File: src/rtl/mmu_rx_frm_acct.sv
// Rx frame accounting: derives per-frame byte length on the write side, chunked
// line decrements on the read side, and tracks FIFO line occupancy with sticky errors.
module mmu_rx_frm_acct #(
  parameter int          DEC_CHUNK = 16,
  parameter logic [9:0]  WLINE_MAX = 10'd1023
) (
  input  logic        clk_sys,
  input  logic        rst_n,
  input  logic        wr_vld,
  input  logic        wr_sop,
  input  logic        wr_eop,
  input  logic [5:0]  wr_mty,
  input  logic        rd_vld,
  input  logic        rd_eop,
  input  logic        err_clr,
  output logic [9:0]  bucket_wline,
  output logic        bucket_inc_wr,
  output logic [13:0] bucket_inc_wdata,
  output logic        bucket_dec_wr,
  output logic [9:0]  bucket_dec_wdata,
  output logic        bucket_dec_wend,
  output logic [3:0]  acct_err
);

  localparam logic [4:0] CHUNK5 = 5'(DEC_CHUNK);

  typedef enum logic {W_IDLE, W_FRM} wstate_e;

  wstate_e     wstate_q, wstate_d;
  logic [8:0]  beat_cnt_q, beat_cnt_d;
  logic        inc_wr_q, inc_wr_d;
  logic [13:0] inc_data_q, inc_data_d;
  logic [4:0]  chunk_q, chunk_d, chunk_nxt;
  logic        dec_wr_q, dec_wr_d;
  logic [9:0]  dec_data_q, dec_data_d;
  logic        dec_wend_q, dec_wend_d;
  logic [9:0]  wline_q, wline_d;
  logic [3:0]  err_q, err_d, err_set;
  logic [9:0]  beats_now;
  logic [15:0] frm_len;

  always_comb begin
    wstate_d   = wstate_q;
    beat_cnt_d = beat_cnt_q;
    inc_wr_d   = 1'b0;
    inc_data_d = inc_data_q;
    err_set    = 4'd0;
    beats_now  = 10'd0;
    frm_len    = 16'd0;
    chunk_nxt  = chunk_q + 5'd1;
    chunk_d    = chunk_q;
    dec_wr_d   = 1'b0;
    dec_data_d = 10'd0;
    dec_wend_d = 1'b0;
    wline_d    = wline_q;

    // beats_now stays 0 for a stray beat outside a frame, which is not length-counted
    if (wr_vld) begin
      if (wr_sop) begin
        if (wstate_q == W_FRM) err_set[0] = 1'b1;
        beats_now = 10'd1;
      end else if (wstate_q == W_FRM) begin
        beats_now = {1'b0, beat_cnt_q} + 10'd1;
      end else begin
        err_set[1] = 1'b1;
      end

      if (beats_now != 10'd0) begin
        frm_len = {beats_now, 6'b0} - {10'd0, wr_mty};
        if (wr_eop) begin
          inc_wr_d   = 1'b1;
          wstate_d   = W_IDLE;
          beat_cnt_d = 9'd0;
          if (frm_len > 16'd16383) begin
            inc_data_d = 14'h3fff;
            err_set[2] = 1'b1;
          end else begin
            inc_data_d = frm_len[13:0];
          end
        end else begin
          wstate_d   = W_FRM;
          beat_cnt_d = (beats_now > 10'd256) ? 9'd256 : beats_now[8:0];
        end
      end
    end

    // An eop on a chunk boundary folds into the same single pulse
    if (rd_vld) begin
      if (rd_eop || (chunk_nxt == CHUNK5)) begin
        dec_wr_d   = 1'b1;
        dec_data_d = {5'd0, chunk_nxt};
        dec_wend_d = rd_eop;
        chunk_d    = 5'd0;
      end else begin
        chunk_d    = chunk_nxt;
      end
    end

    if (wr_vld && !rd_vld) begin
      if (wline_q >= WLINE_MAX) begin
        wline_d    = WLINE_MAX;
        err_set[3] = 1'b1;
      end else begin
        wline_d    = wline_q + 10'd1;
      end
    end else if (rd_vld && !wr_vld) begin
      if (wline_q == 10'd0) err_set[3] = 1'b1;
      else                  wline_d    = wline_q - 10'd1;
    end

    err_d = (err_clr ? 4'd0 : err_q) | err_set;
  end

  always_ff @(posedge clk_sys or negedge rst_n) begin
    if (!rst_n) begin
      wstate_q   <= W_IDLE;
      beat_cnt_q <= 9'd0;
      inc_wr_q   <= 1'b0;
      inc_data_q <= 14'd0;
      chunk_q    <= 5'd0;
      dec_wr_q   <= 1'b0;
      dec_data_q <= 10'd0;
      dec_wend_q <= 1'b0;
      wline_q    <= 10'd0;
      err_q      <= 4'd0;
    end else begin
      wstate_q   <= wstate_d;
      beat_cnt_q <= beat_cnt_d;
      inc_wr_q   <= inc_wr_d;
      inc_data_q <= inc_data_d;
      chunk_q    <= chunk_d;
      dec_wr_q   <= dec_wr_d;
      dec_data_q <= dec_data_d;
      dec_wend_q <= dec_wend_d;
      wline_q    <= wline_d;
      err_q      <= err_d;
    end
  end

  assign bucket_wline     = wline_q;
  assign bucket_inc_wr    = inc_wr_q;
  assign bucket_inc_wdata = inc_data_q;
  assign bucket_dec_wr    = dec_wr_q;
  assign bucket_dec_wdata = dec_data_q;
  assign bucket_dec_wend  = dec_wend_q;
  assign acct_err         = err_q;

endmodule

File: config.mk
export PLATFORM = sky130hd
export DESIGN_NAME = mmu_rx_frm_acct
export DESIGN_NICKNAME = d
export VERILOG_FILES = /design/src/rtl/mmu_rx_frm_acct.sv
export SDC_FILE = /design/constraint.sdc
export NUM_CORES = 1
export LEC_CHECK = 0
export BUFFER_PORTS_ARGS = -buffer_cell sky130_fd_sc_hd__buf_2
export CAP_MARGIN = 20
export CORE_MARGIN = 5
export CORE_UTILIZATION = 40
export CTS_CLUSTER_DIAMETER = 30
export CTS_CLUSTER_SIZE = 25
export DETAILED_ROUTE_END_ITERATION = 16
export GPL_TIMING_DRIVEN = 0
export HOLD_SLACK_MARGIN = 0.08
export PLACE_DENSITY = 0.71
export SLEW_MARGIN = 20
export SYNTH_ARGS = -nofsm -noshare
export SYNTH_HDL_FRONTEND = slang
export SYNTH_SLANG_ARGS = --single-unit
File: constraint.sdc
create_clock -name clk_sys -period 7.4 [get_ports clk_sys]
set_input_delay 1.48 -clock clk_sys [delete_from_list [all_inputs] [get_ports clk_sys]]
set_output_delay 1.48 -clock clk_sys [all_outputs]
set_load 0.1 [all_outputs]
==> run summary <==
The flow ran to the end, and the final reports show no timing, DRC or antenna violations. The total of cells resized after clock tree synthesis is 0. Including well taps, the total number of placed cells is roughly 510. The clock sink total is approximately 50. TritonCTS built the clock tree. The aggregate routed wire length is about 7600 µm. The pin count of the biggest net entering global routing came out at 52. The count of nets left with antenna violations after detail routing came out at 0. For this run, the slowest stage of the critical path takes 470 ps. sky130_fd_sc_hd__dfrtp_1 is the most common cell in the netlist.

The share of cells above drive strength 1 is 19.4%. The deepest clock path buffer count came out at 2. The synthesized netlist contains between 50 and 60 unique library cells. After synthesis, the cell types taking the most area are sky130_fd_sc_hd__dfrtp_1, sky130_fd_sc_hd__nor2_1, sky130_fd_sc_hd__a31oi_1. The commonest cells after synthesis are sky130_fd_sc_hd__dfrtp_1, sky130_fd_sc_hd__nor2_1, sky130_fd_sc_hd__nand2_1, sky130_fd_sc_hd__a21oi_1. The min-delay analysis places its worst path in the category reg -> reg. The detailed placement HPWL is 5700 µm. The data required time of the critical path is approximately 7700 ps. The post-synth design cell area came out at 3120 µm². The count of endpoints failing hold in the final timing report is 0.

The worst clock skew is 8.98 ps. The type of element capturing the critical path is a flop. The later pin in the worst-skew pair is clocked with a latency of a little over 300 ps. The proportion of register bits with asynchronous set or reset after synthesis is 100%.

The top fanout value on the critical path came out at 10. The global-route usage over all layers came out at 16.3%. Using the TritonRoute via totals, the vias-per-cell ratio works out to approximately 5.5.

The initial core utilization came out at approximately two fifths. After global routing the overflow that remains totals 0. The core region area is 7650 µm².

The number of search-and-repair iterations in the first detailed-routing pass is 4. The die extent in x came out at roughly 100 µm. The static leakage came out at about 1.6 nW. The area share of the largest cell type after synthesis is between 40% and 50%. The final design instance area without fill came out at about 3600 µm². For the pin with the worst max-slew slack, the measured transition is just under 800 ps. The number of buffers added to fix hold violations after cts is 0. The wire length the detailed router placed on met1 is ~3500 µm.

The count of flip-flops with a built-in enable after synthesis is 0. Subtracting the final worst setup slack from the clock period gives approximately 3900 ps. The cell type of the slowest stage on the worst timing path is sky130_fd_sc_hd__or4_1.

The sort of element at the start of the critical path is an input pin. Averaged over all synthesized cells, the footprint is around 8.9 µm². The worst hold margin came out at ~510 ps. The kind of critical path is in -> reg. The number of non-filler instances in the completed layout came out at roughly 500. The number of antenna violations at the first check in global routing was 0. The average wire length per cell after detail routing came out at ~15 µm.

The number of slew-limit violations in the final report came out at 0. The final sum of negative setup slack came out at 0 ps. The fmax came out at about 250 MHz. The power density relative to cell area came out at between 400 and 500 nW/µm².

The number of setup buffers added after CTS is 0. The number of nets in the finished design is 433. The diode insertion count for antenna repair is 0. The critical path goes through buf_2 -> clkbuf_1 -> inv_1 -> ha_1 -> clkbuf_1 -> or4_1 -> nor4b_1 -> nor2_1 -> clkbuf_1 -> and3_1 -> a21oi_1.

The number of global-route vias before repair came out at ~2,800. Of the available clock period, the critical path in the final layout requires 53.4%. The count of buffers inserted at the top-level ports is 49.

The synthesis warning total came out at 0. Among the stages of the critical path, the cell type that occurs most often is sky130_fd_sc_hd__clkbuf_1. The number of remaining DRC errors is 0. Relative to the synthesized area, the layout overhead comes to 15.6%. Max-cap violations in this run came to 0. The tightest slew margin relative to the limit is around 47%. The synthesized instance count came out at between 300 and 400. The most area-hungry cell type in the Yosys netlist is sky130_fd_sc_hd__dfrtp_1. After detailed placement, the total cell area comes to approximately 3500 µm². The I/O pin count came out at 55. For this run, the leading register cell type out of synthesis is sky130_fd_sc_hd__dfrtp_1. The share of the yosys chip area belonging to registers came out at between 40% and 50%. In this run the vertical extent of the chip is 98.3 µm.

In this run, synthesis produced a sequential element count of roughly 50. The wire length of the first global-routing pass is approximately 13,000 µm. The met3 wirelength from detailed routing is approximately 340 µm. Setup repair after global routing left no endpoint under its margin.

The setup violation total in the final timing report came out at 0. The highest layer touched by signal routing is met4. The number of buffers inserted during clock tree synthesis came out at 5. The total number of H-tree levels came out at 2. The length of routed met2 wiring came out at approximately 3600 µm. Across the VDD grid, the largest voltage drop is approximately 0.00037 V. The tree is rooted in a sky130_fd_sc_hd__clkbuf_8. The initialized floorplan defines 32 standard-cell rows. The clock edge transition at the registers on the reported setup and hold paths came out at 100 ps. The die covers around 9700 µm². Summing over every cut layer, the via total after detailed routing is approximately 2,800.

The final estimated routing congestion in global placement came out at slightly above 0.9. The number of DRC markers in iteration 0 came out at around 120. The arrival time of the worst setup path is between 4000 and 5000 ps.
==> report_power, final <==
| part | switching, mW | total [mW] | internal, mW | leakage, nW |
|---|---|---|---|---|
| clock | 0.105 | 0.174 | 0.0697 | 0.0463 |
| combinational | 0.711 | 0.877 | 0.166 | 0.935 |
| sequential | 0.0714 | 0.425 | 0.354 | 0.627 |
| total | 0.888 | 1.48 | 0.589 | 1.61 |
==> through the flow <==
stage	util [%]	power, mW	setup slack [ps]
floorplan	-	1.15	3690
global placement	45.8	1.30	3170
detailed placement	45.8	1.31	3180
CTS	47.1	1.48	3510
global route	47.1	1.56	3190
finish	47.1	1.48	3450
==> cell usage in the layout, fill, tap and decap left out, drive strengths merged, types with 8 or more instances in the layout <==
cell    instances
clkbuf         18
xor2            8
nand2          27
dfrtp          51
and3            8
nor3           12
buf            57
a31oi          17
ha              8
o21ai          16
nor2           35
nand3b          8
nand3          15
inv            18
a21oi          18
==> logic make-up after synthesis <==
group	Yosys count	share of synthesized area [%]
XOR/XNOR	15	4.22
other	1	0.120
AO/OA/AOI/OAI	86	19.0
flip-flops	51	41.0
AND/OR/NAND/NOR	146	24.9
buffers and inverters	38	5.54
multiplexers	6	2.05
adder cells (fa/ha/maj)	8	3.21
==> registers in the layout, summed over array words and instances (netlist names) <==
signal	cells
bucket_dec_wr	1
chunk_q	5
wstate_q	1
bucket_dec_wend	1
bucket_dec_wdata	5
acct_err	4
bucket_inc_wdata	14
bucket_inc_wr	1
bucket_wline	10
beat_cnt_q	9
==> final cells by class <==
cell class	instances	area [µm²]
Fill cell	733	4050
Multi-Input combinational cell	266	1680
Sequential cell	51	1280
Timing Repair Buffer	49	248
Tap cell	102	128
Buffer	21	109
Clock buffer	5	68.8
Inverter	17	63.8
Clock inverter	3	27.5
==> layer usage <==
layer | GRT usage [%] | up-vias
met5 | 0 | -
met4 | 4.31 | 0
met3 | 2.93 | 11
met2 | 27.5 | 73
met1 | 21.6 | 1372
li1 | - | 1387
==> critical path: cells and delay by family <==
family	cells	cell delay (ps)
and+or+nand+nor	4	1310
buffers and inverters	5	1050
adders and majority gates	1	220
AOI/OAI and AO/OA	1	130
==> final timing paths <==
kind	from	slack, ps	cells after the start	end
setup / recovery	rd_vld	3450	11	bucket_wline[4]
hold / removal	acct_err[3]	510	2	acct_err[3]
setup reg to reg	beat_cnt_q[1]	4240	8	bucket_inc_wdata[5]
hold reg to reg	acct_err[3]	510	2	acct_err[3]
max in group asynchronous	rst_n	5790	1	bucket_inc_wdata[8]
min in group asynchronous	rst_n	1190	1	bucket_inc_wdata[13]
(Power assumes the default switching activity.)
